### config.mk
export PLATFORM = sky130hd
export DESIGN_NAME = life_support_array
export DESIGN_NICKNAME = d
export VERILOG_FILES = /design/src/rtl/life_support_pkg.sv /design/src/rtl/ls_zone.sv /design/src/rtl/life_support_array.sv
export SDC_FILE = /design/constraint.sdc
export NUM_CORES = 1
export LEC_CHECK = 0
export ABC_AREA = 0
export CORE_AREA = 4 4 169 171
export CTS_CLUSTER_SIZE = 28
export DETAILED_ROUTE_END_ITERATION = 8
export DIE_AREA = 0 0 173 175
export PLACE_DENSITY = 0.89
export SYNTH_ARGS = -nofsm -noshare
export SYNTH_HDL_FRONTEND = slang
export SYNTH_SLANG_ARGS = --single-unit
### constraint.sdc
create_clock -name clk -period 4.02 [get_ports clk]
set_input_delay 0.804 -clock clk [delete_from_list [all_inputs] [get_ports clk]]
set_output_delay 0.804 -clock clk [all_outputs]
set_load 0.01 [all_outputs]
### src/rtl/life_support_pkg.sv
// Shared definitions for the life-support array: mode codes, zone state encoding, margins.
// Latency: n/a (package only).
// Backpressure: n/a.
package life_support_pkg;

  // Operating mode codes; 2'b11 is decoded as NORMAL by simply matching none of the others
  localparam logic [1:0] MODE_NORMAL  = 2'b00;
  localparam logic [1:0] MODE_DEFENSE = 2'b01;
  localparam logic [1:0] MODE_STEALTH = 2'b10;

  // Zone health, ordered so that a numerically larger code is a worse condition
  typedef enum logic [1:0] {
    ZS_NORMAL = 2'b00,
    ZS_WARN   = 2'b01,
    ZS_CRIT   = 2'b10,
    ZS_DEAD   = 2'b11
  } zone_state_t;

  // Temperature warning band sits this far below the critical limit
  localparam int TEMP_WARN_MARGIN = 10;

  // One recovery step toward NORMAL; DEAD never recovers
  function automatic zone_state_t zs_one_better(input zone_state_t s);
    case (s)
      ZS_CRIT: return ZS_WARN;
      ZS_WARN: return ZS_NORMAL;
      ZS_DEAD: return ZS_DEAD;
      default: return ZS_NORMAL;
    endcase
  endfunction

endpackage

### src/rtl/ls_zone.sv
// One habitable zone: O2 level, temperature and health state machine.
// Latency: levels update one cycle after the causing edge; state follows levels one cycle later.
// Backpressure: none; load strobes and ticks are accepted every cycle.
module ls_zone
  import life_support_pkg::*;
#(
  parameter int W          = 16,
  parameter int O2_WARN    = 100,
  parameter int TEMP_LIMIT = 100
) (
  input  logic          clk,
  input  logic          rst,
  input  logic          tick,
  input  logic [1:0]    mode,
  input  logic          powered,
  input  logic          o2_ld,
  input  logic [W-1:0]  o2_ld_val,
  input  logic [W-1:0]  temp_init,
  output logic [W-1:0]  o2,
  output logic [W-1:0]  temp,
  output zone_state_t   state
);

  localparam logic [W-1:0] O2_WARN_L   = W'(O2_WARN);
  localparam logic [W-1:0] O2_CRIT_L   = W'(O2_WARN / 4);
  localparam logic [W-1:0] TEMP_CRIT_L = W'(TEMP_LIMIT);
  localparam logic [W-1:0] TEMP_WARN_L = (TEMP_LIMIT > TEMP_WARN_MARGIN) ?
                                         W'(TEMP_LIMIT - TEMP_WARN_MARGIN) : '0;

  logic [W-1:0] o2_q, o2_d;
  logic [W-1:0] temp_q, temp_d;
  zone_state_t  state_q, state_d;
  zone_state_t  cls;

  // O2: a resupply load beats the decay tick
  always_comb begin
    o2_d = o2_q;
    if (o2_ld)                    o2_d = o2_ld_val;
    else if (tick && o2_q != '0)  o2_d = o2_q - 1'b1;
  end

  // Temperature: heats when unpowered or stealthed, otherwise drifts one step toward ambient
  always_comb begin
    temp_d = temp_q;
    if (tick) begin
      if (!powered || mode == MODE_STEALTH) begin
        if (temp_q != '1) temp_d = temp_q + 1'b1;
      end else if (temp_q > temp_init) begin
        temp_d = temp_q - 1'b1;
      end else if (temp_q < temp_init) begin
        temp_d = temp_q + 1'b1;
      end
    end
  end

  // Instantaneous classification of the registered levels
  always_comb begin
    cls = ZS_NORMAL;
    if (o2_q == '0)
      cls = ZS_DEAD;
    else if (o2_q < O2_CRIT_L || temp_q >= TEMP_CRIT_L)
      cls = ZS_CRIT;
    else if (o2_q < O2_WARN_L || temp_q >= TEMP_WARN_L)
      cls = ZS_WARN;
  end

  // Next state: jump straight to a worse class, recover one level per cycle, DEAD is absorbing
  always_comb begin
    state_d = state_q;
    if (state_q != ZS_DEAD) begin
      if (cls > state_q)      state_d = cls;
      else if (cls < state_q) state_d = zs_one_better(state_q);
    end
  end

  // Level and state registers with synchronous reset
  always_ff @(posedge clk) begin
    if (rst) begin
      o2_q    <= o2_ld_val;
      temp_q  <= temp_init;
      state_q <= ZS_NORMAL;
    end else begin
      o2_q    <= o2_d;
      temp_q  <= temp_d;
      state_q <= state_d;
    end
  end

  // Outputs are the registered values
  always_comb begin
    o2    = o2_q;
    temp  = temp_q;
    state = state_q;
  end

endmodule

### src/rtl/life_support_array.sv
// Ship life-support array: power, shield, decay ticker and N_ZONES zone monitors; LS_ATTACK_COUNT_EN adds an attack counter.
// Latency: every level registered, visible one cycle after the causing edge; fatal one cycle after its cause.
// Backpressure: none; all strobes are accepted every cycle.
module life_support_array
  import life_support_pkg::*;
#(
  parameter int N_ZONES    = 4,
  parameter int W          = 16,
  parameter int TICK_DIV   = 4,
  parameter int O2_WARN    = 100,
  parameter int TEMP_LIMIT = 100,
  parameter int SHIELD_MAX = 200,
  parameter int ATK_DMG    = 5
) (
  input  logic                   clk,
  input  logic                   rst,
  input  logic [1:0]             mode,
  input  logic                   chrg,
  input  logic [W-1:0]           pwr_in,
  input  logic [N_ZONES-1:0]     o2sup,
  input  logic [N_ZONES*W-1:0]   o2_in,
  input  logic                   atk,
  input  logic [W-1:0]           shield_init,
  input  logic [W-1:0]           temp_init,
  output logic [W-1:0]           shield,
  output logic [W-1:0]           power,
  output logic [N_ZONES*W-1:0]   zone_o2,
  output logic [N_ZONES*W-1:0]   zone_temp,
  output logic [2*N_ZONES-1:0]   zone_state,
  output logic                   fatal,
  output logic [W-1:0]           atk_count
);

  localparam int            TW         = (TICK_DIV > 1) ? $clog2(TICK_DIV) : 1;
  localparam logic [TW-1:0] TICK_LAST  = TW'(TICK_DIV - 1);
  localparam logic [W-1:0]  ATK_L      = W'(ATK_DMG);
  localparam logic [W-1:0]  SHIELD_TOP = W'(SHIELD_MAX);

  logic [TW-1:0] tick_cnt_q, tick_cnt_d;
  logic [W-1:0]  power_q, power_d;
  logic [W-1:0]  shield_q, shield_d;
  logic          fatal_q, fatal_d;
  logic          tick;
  logic          powered;
  logic          any_dead;
  zone_state_t   zs [N_ZONES];

  assign tick    = (tick_cnt_q == TICK_LAST);
  assign powered = (power_q != '0);

  // Decay ticker wraps after TICK_DIV clocks
  always_comb begin
    tick_cnt_d = tick ? '0 : tick_cnt_q + 1'b1;
  end

  // Power: a charge load beats the decay tick
  always_comb begin
    power_d = power_q;
    if (chrg)                        power_d = pwr_in;
    else if (tick && power_q != '0)  power_d = power_q - 1'b1;
  end

  // Shield: attack damage dominates; regeneration only on a powered DEFENSE tick below the ceiling
  always_comb begin
    shield_d = shield_q;
    if (atk)
      shield_d = (shield_q > ATK_L) ? shield_q - ATK_L : '0;
    else if (tick && mode == MODE_DEFENSE && powered && shield_q < SHIELD_TOP)
      shield_d = shield_q + 1'b1;
  end

  // Any zone currently in DEAD
  always_comb begin
    any_dead = 1'b0;
    for (int i = 0; i < N_ZONES; i++)
      if (zs[i] == ZS_DEAD) any_dead = 1'b1;
  end

  // Ship loss latches until reset
  always_comb begin
    fatal_d = fatal_q | any_dead | (shield_q == '0);
  end

  // Core registers with synchronous reset
  always_ff @(posedge clk) begin
    if (rst) begin
      tick_cnt_q <= '0;
      power_q    <= pwr_in;
      shield_q   <= shield_init;
      fatal_q    <= 1'b0;
    end else begin
      tick_cnt_q <= tick_cnt_d;
      power_q    <= power_d;
      shield_q   <= shield_d;
      fatal_q    <= fatal_d;
    end
  end

  for (genvar gi = 0; gi < N_ZONES; gi++) begin : g_zone
    ls_zone #(
      .W          (W),
      .O2_WARN    (O2_WARN),
      .TEMP_LIMIT (TEMP_LIMIT)
    ) u_zone (
      .clk       (clk),
      .rst       (rst),
      .tick      (tick),
      .mode      (mode),
      .powered   (powered),
      .o2_ld     (o2sup[gi]),
      .o2_ld_val (o2_in[gi*W +: W]),
      .temp_init (temp_init),
      .o2        (zone_o2[gi*W +: W]),
      .temp      (zone_temp[gi*W +: W]),
      .state     (zs[gi])
    );
    assign zone_state[2*gi +: 2] = zs[gi];
  end

  assign shield = shield_q;
  assign power  = power_q;
  assign fatal  = fatal_q;

`ifdef LS_ATTACK_COUNT_EN
  logic [W-1:0] atk_count_q, atk_count_d;

  // Count attack cycles, saturating at all-ones
  always_comb begin
    atk_count_d = atk_count_q;
    if (atk && atk_count_q != '1) atk_count_d = atk_count_q + 1'b1;
  end

  // Attack counter register
  always_ff @(posedge clk) begin
    if (rst) atk_count_q <= '0;
    else     atk_count_q <= atk_count_d;
  end

  assign atk_count = atk_count_q;
`else
  assign atk_count = '0;
`endif

endmodule
======== Word-level counts from Yosys, hierarchy flattened ========
Index checks and enable logic that the tools add are counted.
word-level totals
  input port bits ......................... 122
  output and inout bits ................... 185
  logic and storage cells ................. 214
  flip-flop bits (word level) ............. 171
operators by class
  muxes and demuxes ....................... 71
  reduce and logical (&&, ||, !) cells .... 52
  add/subtract/negate cells ............... 16
  eq/ne operators ......................... 23
  $lt $le $gt $ge ......................... 34
  bitwise gates (word level) .............. 2
operator list
  kind                   count
  $mux 16                43
  $sub 16x1->16 const B  9
  $ge 16x7->1 const B    8
  $add 16x1->16 const B  5
  $logic_not 16->1       5
  $reduce_bool 16->1     5
  $gt 16x16->1           4
  $lt 16x16->1           4
  $lt 16x5->1 const B    4
  $lt 16x7->1 const B    4
  $ne 16x16->1 const B   4
  $mux 2                 16
  $eq 2x2->1 const B     10
  $reduce_bool 3->1      6
  $gt 16x3->1 const B    1
  $lt 16x8->1 const B    1
  $pmux 2 s2             4
  $reduce_bool 4->1      4
  $sub 16x3->16 const B  1
  $reduce_and 3->1       4
  $reduce_bool 2->1      5
  $logic_or 1x1->1       9
  $ne 3x2->1 const B     3
  $gt 2x2->1             4
  11 further kinds       35

======== Longest topological paths before layout ========
Gate-level depths: netlist (run 1).
  depth in word-level cells ............... 8
  mapped depth ............................ 14
  depth with buffers taken out ............ 14

======== Modules after synthesis ========
From an unflattened synthesis (run 1), not the netlist that was laid out.
unflattened totals
  cell total of the unflattened synthesis .. 1,791
  area total of the unflattened synthesis .. 15,031.9 µm²
by module, submodules not included
  module                          sequential area each (µm²)  cells each  times used  area each (µm²)
  ls_zone (g_zone[0].u_zone ...)  1,001.0                     382         3           3,130.5
  ls_zone (g_zone[1].u_zone)      1,001.0                     365         1           3,009.1
  life_support_array              1,021.0                     280         1           2,631.3

======== Least setup slack after synthesis (run 1) ========
No wires, ideal clock.
  kind .................................... input to register
  from .................................... input temp_init[13]
  to ...................................... register g_zone[3].u_zone.temp_q[0] (enable)
  arrival ................................. 3.366 ns
  path buffers ............................ 1
  data required time ...................... 3.609 ns
  stages .................................. 10
  library setup time ...................... 0.411 ns
  path slack .............................. 0.243 ns
  cell sequence ........................... inv_1 > ha_1 > a21oi_1 > nor2_1 > a211oi_1 > o211ai_1 > clkbuf_1 > nand3_1 > o41ai_1 > o21ai_0
between the ends
  cells in the longest elaborated chain, start to end .. 3
  elaborated cells on any way between the ends .. 4
  classes of those cells .................. order compare (2); reduce/logical (2)
RTL lines
  element                                       line                          RTL
  from (decl)                                   life_support_array.sv:24      input logic [W-1:0] temp_init,
  $lt 16x16->1 or $gt 16x16->1 (tied branches)  ls_zone.sv:50, ls_zone.sv:48
  $reduce_bool 4->1 (no line) (*)               -
  $reduce_and 3->1 (no line) (*)                -
  to (signal assigned)                          ls_zone.sv:80                 temp_q <= temp_init;
  to (signal assigned)                          ls_zone.sv:84                 temp_q <= temp_d;
  to (decl)                                     ls_zone.sv:31                 logic [W-1:0] temp_q, temp_d;
Mark *: on every way between the ends. The rest lies on a longest branch, timed or not.
A chain may end at the register's enable or synchronous reset.

======== Worst setup path in the final report (run 1) ========
  from .................................... input temp_init[1]
  to ...................................... register g_zone[3].u_zone.temp_q[12], data pin
between the ends
  cells in the longest elaborated chain, start to end .. 5
RTL lines
  element       line           RTL
  $gt 16x16->1  ls_zone.sv:48  end else if (temp_q > temp_init) begin
  $mux 16       ls_zone.sv:48
  $mux 16       ls_zone.sv:46  if (!powered || mode == MODE_STEALTH) begin
  $mux 16       ls_zone.sv:45  if (tick) begin
  $mux 16       ls_zone.sv:78  if (rst) begin
No other way between the ends. The select of a mux whose other input is x is not followed.

==> qor.yml, run 1 <==
power:
  sequentialPowerShare: 0.411
  power_density_nw_per_um2: 350.9
  p_sw_frac: 0.3667
  internal-power_mw: 4.045
  p_clk_frac: 0.266
  p_leak_nw: 6.785
  comb_power_share: 0.323
  netSwitchingPower_mw: 2.342
  irDropWorstVdd_uv: 229.6
routing:
  vias: 15180
  post_drt_wl_per_cell_um: 21.21
  first_pass_iters: 9
  drt_first_iter_violations: 2048
  ant_nets: 0
  wl_mm: 49.30
  route.detailed.drc: 0
  vias_per_cell: 6.530
synth:
  synth-adder-area-share: 0.08637
  synth_cells: 1682
  syn_area_per_cell_um2: 8.440
  synth_xor_xnor_area_share: 0.05368
  synth_seq_area_share: 0.3540
  synth_area_leader_cell: "edfxtp_1"
  synth-simple-area-share: 0.2545
  synth_compound_area_frac: 0.1925
  synthArstFlopShare: 0
  synth_mux_area_frac: 0.007756
  synth_edf_count: 160
  synth_top_family_by_area: "simple AND/OR/NAND/NOR gates"
  synth.area.top_cells: "edfxtp_1 (34%), ha_1 (8.6%), nand2_1 (5.8%), o21ai_0 (5.1%), xnor2_1 (3.6%)"
  synth-seq-cells: 171
  synth.distinct_cells: 91
  synth_area_um2: 14200
  yosys_most_used_dff: "edfxtp_1"
  synth_top_cell_area_share: 0.3384
  yosysWarnings: 0
global_routing:
  grt_pass1_wl_mm: 76.73
  grt_use_total: 0.3090
  antenna_found_initial: 1
  grt_max_degree: 100
  grt_pass1_vias: 14350
  overflow: 0
layout:
  final_common_cell: "clkdlybuf4s50_1"
  syn_to_final_growth_pct: 28.22
  multi_input_area_um2: 8504
  layout-drive-gt1-share: 0.06108
  finalNetCount: 2188
  fillers: 2106
  fin_cells: 2324
  postLayoutCellArea_um2: 18200
  regArea_um2: 5025
  final_cell_mix: "clkdlybuf4s50_1 (289), nand2_1 (220), edfxtp_1 (160)"
  utilization: 0.6773
worst_setup_path:
  critical_path_arrival_ns: 3.71
  critPathLaunchType: "primary input"
  r2r-start: "g_zone[0].u_zone.temp[12]"
  reg2regPathDepth: 9
  cp.required_ns: 4.21
  r2r-end: "g_zone[0].u_zone.state[1]"
  cp_top_family: "simple AND/OR/NAND/NOR gates"
  end_kind: "register"
  critPathKind: "primary input to register"
  path_max_fanout: 5
  worst-path-buf-inv: 2
  worstPathCellList: "clkdlybuf4s50_1 > inv_1 > ha_1 > nor2b_1 > o211ai_1 > a2111o_1 > o211a_2 > or4_4 > o2111a_1 > or3_1"
  worst-path-stages: 10
  max_stage_delay_ns: 0.52
  crit_slowest_cell: "clkdlybuf4s50_1"
  r2r_setup_slack_ns: 0.58
clock_network:
  ctsResizeCount: 0
  insertion_delay_ns: 0.44
  htreeDepth: 4
  cts-root-buf: "clkbuf_16"
  ctsHoldBuffers: 0
  cts.sinks: 171
  cts_tree: "built"
  clk_path_buf_depth: 2
  cts_buffers: 17
  clkSlewWorstSetupHoldPaths_ns: 0.08
  postCtsSetupRepairBufs: 0
timing:
  maxSlewHeadroom: 0.4014
  fin_worst_skew_ns: 0.02032
  finalSetupViolCount: 0
  holdWs_ns: 0.4323
  tns_ns: 0
  fin_crit_sh: 0.8774
  hold_viol_final: 0
  finalCriticalPeriod_ns: 3.527
  worst_slew_pin_slew_ns: 0.8966
  fmax_mhz: 283.5
  rsz0062_at_grt: "no"
  drv_slew: 0
floorplanning:
  die_area_um2: 30280
  die_x_um: 173
  die_y_um: 175
  coreArea_um2: 26880
  fp-row-count: 60
  initial_utilization: 0.5282
  io_pins: 307
worst_hold_path:
  min_to: "tick_cnt_q[0]"
  min-delay-start: "tick_cnt_q[0]"
  hold-path-cell-count: 1
  hold_class: "register to register"
job:
  drv_cap: 0
place:
  dpl.hpwl_mm: 36.61
  gp_congestion: 0.9983
  postPlaceCellArea_um2: 17620
  io_buffer_count: 290
  dpl.cell_count: 2290
run_status:
  outcome: "complete, no violations"
[logic make-up (layout without fill, tap and decap cells)]
family,count (synthesis),in the layout
simple gates,723,723
compound gates,417,417
buf+inv,174,458
flops,171,171
fa+ha+maj,98,98
xor+xnor,87,87
mux,11,11
other cells,1,18
[power by group through the flow]
stage	logic, mW	clock network, mW	registers [mW]
floorplan	1.05	0	2.61
global placement	1.95	0	2.63
detailed placement	2.03	0	2.64
CTS	2.05	1.70	2.61
global route	2.25	1.78	2.66
finish	2.06	1.70	2.63
[Yosys cell counts, types with 11 or more instances]
cell      instances
a21o_1           12
a21oi_1          72
a31oi_1          21
and3_1           28
buf_4            16
clkbuf_1         68
dfxtp_1          11
edfxtp_1        160
ha_1             98
inv_1            74
mux2i_1          11
nand2_1         220
nand2b_1         16
nand3_1          72
nand4_1          55
nor2_1          116
nor2b_1          22
nor3_1           78
nor4_1           19
o211ai_1         22
o21ai_0         145
o221ai_1         12
o311ai_0         16
o31ai_1          11
or3_1            27
or4_1            20
xnor2_1          58
xor2_1           29
[cell type report]
cell class | instances | share of cell area
clock inverter | 15 | 0.008317
inverter | 75 | 0.01547
clock buffer | 17 | 0.02337
multi-input combinational | 1352 | 0.4672
tap | 341 | 0.02344
timing repair buffer | 351 | 0.1859
antenna | 2 | 0.0002750
sequential | 171 | 0.2761
[registers in the layout, indices dropped and copies added, names as in the netlist]
name	count
g_zone.u_zone.state	8
power	16
fatal	1
tick_cnt_q	2
shield	16
g_zone.u_zone.temp	64
g_zone.u_zone.o2	64
[routing by layer]
metal,global-route usage,up-vias,part of all wire
li1,-,6866,-
met1,0.3958,7127,0.38
met2,0.5037,984,0.46
met3,0.07291,199,0.11
met4,0.1307,0,0.047
met5,0,-,0
[worst max path at each step]
| stage | from | slack (ns) | to |
|---|---|---|---|
| after floorplan | temp_init[13] | 0.24 | g_zone[3].u_zone.temp[0] |
| after global placement | temp_init[1] | 0.11 | g_zone[3].u_zone.temp[12] |
| after detailed placement | temp_init[1] | 0.08 | g_zone[3].u_zone.temp[12] |
| after CTS | temp_init[1] | 0.52 | g_zone[3].u_zone.temp[12] |
| after global routing | temp_init[13] | 0.35 | g_zone[1].u_zone.temp[9] |
| final | temp_init[1] | 0.49 | g_zone[3].u_zone.temp[12] |
[per-stage QoR]
step	total power, mW	worst slack [ns]
after floorplan	3.654	0.2430
after global placement	4.583	0.1093
after detailed placement	4.672	0.07856
after CTS	6.351	0.5153
after global routing	6.683	0.3520
final	6.387	0.4929
(Power assumes the default switching activity.)
==> run 2, diff against run 1 <==
Settings changed: CORE_AREA 4 4 169 171 to 4 4 144 201, DIE_AREA 0 0 173 175 to 0 0 148 205, PLACE_DENSITY 0.89 to 0.82, SETUP_SLACK_MARGIN from default to 0.4.
==> qor.yml, run 2 (same netlist as run 1, synthesis figures left out) <==
run_status:
  outcome: "complete, no violations"
layout:
  final_common_cell: "clkdlybuf4s50_1"
  final_cell_mix: "clkdlybuf4s50_1 (289), nand2_1 (220), edfxtp_1 (160)"
  regArea_um2: 5025
  syn_to_final_growth_pct: 28.35
  layout-drive-gt1-share: 0.05680
  finalNetCount: 2179
  multi_input_area_um2: 8512
  fillers: 2256
timing:
  fin_worst_skew_ns: 0.01379
  tns_ns: 0
  finalCriticalPeriod_ns: 3.508
  maxSlewHeadroom: 0.3782
  fmax_mhz: 285.0
  drv_slew: 0
  fin_crit_sh: 0.8727
  finalSetupViolCount: 0
  hold_viol_final: 0
  layout_setup_ws_ns: 0.5118
  holdWs_ns: 0.4311
  rsz0062_at_grt: "no"
  worst_slew_pin_slew_ns: 0.9265
global_routing:
  grt_pass1_vias: 14280
  grt_pass1_wl_mm: 75.31
  antenna_found_initial: 2
  grt_max_degree: 60
  grt_use_total: 0.3091
  use_met1: 0.3655
  overflow: 0
  top_usage_layer: "met2"
  grt_use_met2: 0.5241
  grtUsageMet3: 0.06063
floorplanning:
  coreArea_um2: 27010
  io_pins: 307
  die_y_um: 205
  die_area_um2: 30340
  fp-row-count: 71
  die_x_um: 148
  initial_utilization: 0.5257
worst_setup_path:
  path_max_fanout: 5
  critPathLaunchType: "primary input"
  cp.required_ns: 4.22
  critPathKind: "primary input to register"
  critical_path_arrival_ns: 3.71
  end_kind: "register"
place:
  gp_congestion: 0.9493
  dpl.hpwl_mm: 36.26
  post-place-ws_ns: 0.08589
  io_buffer_count: 290
clock_network:
  cts.sinks: 171
  clk_path_buf_depth: 2
  cts-root-buf: "clkbuf_16"
  clkSlewWorstSetupHoldPaths_ns: 0.08
  cts_tree: "built"
  ctsHoldBuffers: 0
  insertion_delay_ns: 0.45
  htreeDepth: 4
  cts_buffers: 17
worst_hold_path:
  hold_class: "register to register"
routing:
  ant_nets: 0
  drt_first_iter_violations: 1202
  vias: 14720
  post_drt_wl_per_cell_um: 20.49
  route.detailed.drc: 0
  wl_mm: 47.93
  vias_per_cell: 6.291
  first_pass_iters: 6
power:
  irDropWorstVdd_uv: 306.8
  p_leak_nw: 6.759
  power_density_nw_per_um2: 354.5
job:
  drv_cap: 0
[run 2: layout make-up]
type	instances	area share
clock buffers	17	0.02335
diodes	2	0.0002747
well taps	365	0.02506
repair buffers	342	0.1820
flip-flops and latches	171	0.2758
multi-input cells	1352	0.4671
clock inverters	15	0.01099
inverters	75	0.01545
[run 2: worst max-delay path, cell delays in order]
cell and delay, ns:
clkdlybuf4s50_1 0.49, inv_1 0.19, ha_1 0.38, a21oi_1 0.08, a2111o_1 0.45, o211a_2 0.16, or4_4 0.54, o2111a_1 0.25
or3_1 0.36
[run 2: where the power goes]
part / switching (mW) / internal [mW]
clock: 0.848 / 0.958
combinational: 1.04 / 0.970
sequential: 0.411 / 2.23
total: 2.30 / 4.16
[run 2: final timing paths]
| kind | start | endpoint | slack, ns | cells after the start |
|---|---|---|---|---|
| hold / removal | tick_cnt_q[0] | tick_cnt_q[0] | 0.43 | 1 |
| setup reg to reg | g_zone[1].u_zone.temp[12] | g_zone[1].u_zone.state[0] | 0.76 | 10 |
| hold reg to reg | tick_cnt_q[0] | tick_cnt_q[0] | 0.43 | 1 |
| setup / recovery | temp_init[3] | g_zone[3].u_zone.temp[12] | 0.51 | 9 |
[run 2: metal layers]
layer	up-vias	routed length, um
met5	-	0
met4	0	2771
met3	160	3954
met2	783	23510
met1	6925	17690
li1	6847	-
[run 2: timing repair]
action / 4_1_cts / 5_1_grt
endpoints found under the setup margin: 0 / 2
buffers inserted: 0 / 0
resized for setup: 0 / 2
[run 2: stage by stage]
| stage | std cells | power, mW | area, um2 | utilization |
|---|---|---|---|---|
| after floorplan | 1697 | 3.654 | 14250 | - |
| after global placement | 2305 | 4.580 | 17580 | 0.6511 |
| after detailed placement | 2305 | 4.650 | 17580 | 0.6511 |
| after CTS | 2337 | 6.443 | 18210 | 0.6742 |
| after global routing | 2339 | 6.791 | 18220 | 0.6747 |
| final | 2339 | 6.460 | 18220 | 0.6747 |
==> run 3, diff against run 2 <==
Settings changed: CORE_AREA 4 4 144 201 to 4 4 168 170, CTS_BUF_LIST from default to sky130_fd_sc_hd__clkbuf_2, DIE_AREA 0 0 148 205 to 0 0 172 174, HOLD_SLACK_MARGIN from default to 0.08, PLACE_DENSITY 0.82 to 0.83.
==> qor.yml, run 3 (same netlist as run 1, synthesis figures left out) <==
run_status:
  outcome: "complete, no violations"
global_routing:
  overflow: 0
  antenna_found_initial: 1
  grt_pass1_wl_mm: 75.08
  grt_use_total: 0.3139
  grt_pass1_vias: 13900
  grt_max_degree: 48
power:
  p_leak_nw: 6.655
  irDropWorstVdd_uv: 172.8
  power_density_nw_per_um2: 319.1
clock_network:
  cts_buffers: 17
  insertion_delay_ns: 0.79
  cts_tree: "built"
  postCtsSetupRepairBufs: 0
  clkSlewWorstSetupHoldPaths_ns: 0.34
  cts.sinks: 171
  clk_path_buf_depth: 2
  htreeDepth: 4
  ctsResizeCount: 0
  cts-root-buf: "clkbuf_2"
  ctsHoldBuffers: 0
place:
  io_buffer_count: 290
  gp_congestion: 0.9842
  dpl.hpwl_mm: 36.40
floorplanning:
  die_area_um2: 29930
  initial_utilization: 0.5312
  fp-row-count: 60
  io_pins: 307
  coreArea_um2: 26730
  die_x_um: 172
  die_y_um: 174
timing:
  tns_ns: 0
  finalCriticalPeriod_ns: 3.278
  maxSlewHeadroom: 0.3976
  hold_viol_final: 0
  rsz0062_at_grt: "no"
  drv_slew: 0
  fin_worst_skew_ns: 0.08158
  fmax_mhz: 305.1
  fin_crit_sh: 0.8153
  worst_slew_pin_slew_ns: 0.8976
  finalSetupViolCount: 0
  holdWs_ns: 0.4542
worst_hold_path:
  min-delay-start: "tick_cnt_q[0]"
  hold-path-cell-count: 1
  hold_class: "register to register"
  min_to: "tick_cnt_q[0]"
worst_setup_path:
  reg2regPathDepth: 10
  r2r-end: "g_zone[0].u_zone.state[1]"
  path_max_fanout: 10
  critPathKind: "register to register"
  critPathLaunchType: "register"
  r2r_setup_slack_ns: 0.74
  cp.required_ns: 4.68
  r2r-start: "g_zone[0].u_zone.temp[12]"
  end_kind: "register"
  critical_path_arrival_ns: 3.94
layout:
  final_common_cell: "clkdlybuf4s50_1"
  fillers: 2193
  finalNetCount: 2188
  syn_to_final_growth_pct: 25.97
  utilization: 0.6691
  regArea_um2: 5025
  final_cell_mix: "clkdlybuf4s50_1 (289), nand2_1 (220), edfxtp_1 (160)"
  multi_input_area_um2: 8504
  layout-drive-gt1-share: 0.06058
routing:
  route.detailed.drc: 0
  drt_first_iter_violations: 1614
  post_drt_wl_per_cell_um: 20.94
  first_pass_iters: 6
  vias: 14860
  vias_per_cell: 6.398
  wl_mm: 48.65
  ant_nets: 0
job:
  drv_cap: 0
[run 3: cell count changes in the layout (fill, tap and decap cells not counted), sizes merged]
cell / delta
buf: +9
diode: -1
clkinv: +5
inv: -3
clkinvlp: -1
bufinv: -1
[run 3: worst max-delay path by stage]
| stage | from | end | depth (start not counted) |
|---|---|---|---|
| 2_1_floorplan | temp_init[1] | g_zone[2].u_zone.temp[0] | 9 |
| 3_3_place_gp | temp_init[14] | g_zone[1].u_zone.temp[13] | 11 |
| 3_5_place_dp | temp_init[14] | g_zone[1].u_zone.temp[10] | 11 |
| 4_1_cts | power[0] | g_zone[3].u_zone.temp[12] | 9 |
| 5_1_grt | g_zone[1].u_zone.o2[13] | g_zone[1].u_zone.state[1] | 12 |
| 6_report | g_zone[0].u_zone.temp[12] | g_zone[0].u_zone.state[1] | 10 |
[run 3: worst max-delay path, cell delays in order, from the launching register on]
cell and delay (ns):
edfxtp_1 0.64, or3_1 0.49, or3_1 0.37, nor3_1 0.21, buf_4 0.17, o211ai_1 0.22
o21a_1 0.28, ha_1 0.29, o211a_1 0.15, o21ai_0 0.20, a21oi_1 0.11
[run 3: routing by layer]
metal	vias up	global-route usage	routed length [um]
li1	6859	-	-
met1	7026	0.4277	19670
met2	867	0.4914	22160
met3	110	0.07209	5169
met4	0	0.1091	1652
met5	-	0	0
[run 3: power breakdown]
| part | switching (mW) | internal (mW) |
|---|---|---|
| Clock | 0.771 | 0.266 |
| Combinational | 1.05 | 0.985 |
| Sequential | 0.405 | 2.23 |
| Total | 2.23 | 3.48 |
[run 3: layout make-up]
cell class                      instances  area share
Multi-Input combinational cell       1352      0.4755
Sequential cell                       171      0.2810
Timing Repair Buffer                  351      0.1892
Tap cell                              341     0.02386
Antenna cell                            1   0.0001399
Inverter                               75     0.01574
Clock inverter                         15    0.009795
Clock buffer                           17    0.004758
[run 3: stage by stage]
| step | power [mW] | setup slack (ns) | instance area (um2) | std cells |
|---|---|---|---|---|
| CTS | 5.695 | 0.8056 | 17880 | 2322 |
| finish | 5.707 | 0.7425 | 17880 | 2323 |
| detailed placement | 4.667 | 0.03421 | 17620 | 2290 |
| global route | 6.033 | 0.5802 | 17880 | 2323 |
| global placement | 4.600 | 0.09953 | 17620 | 2290 |
| floorplan | 3.654 | 0.5069 | 14250 | 1697 |
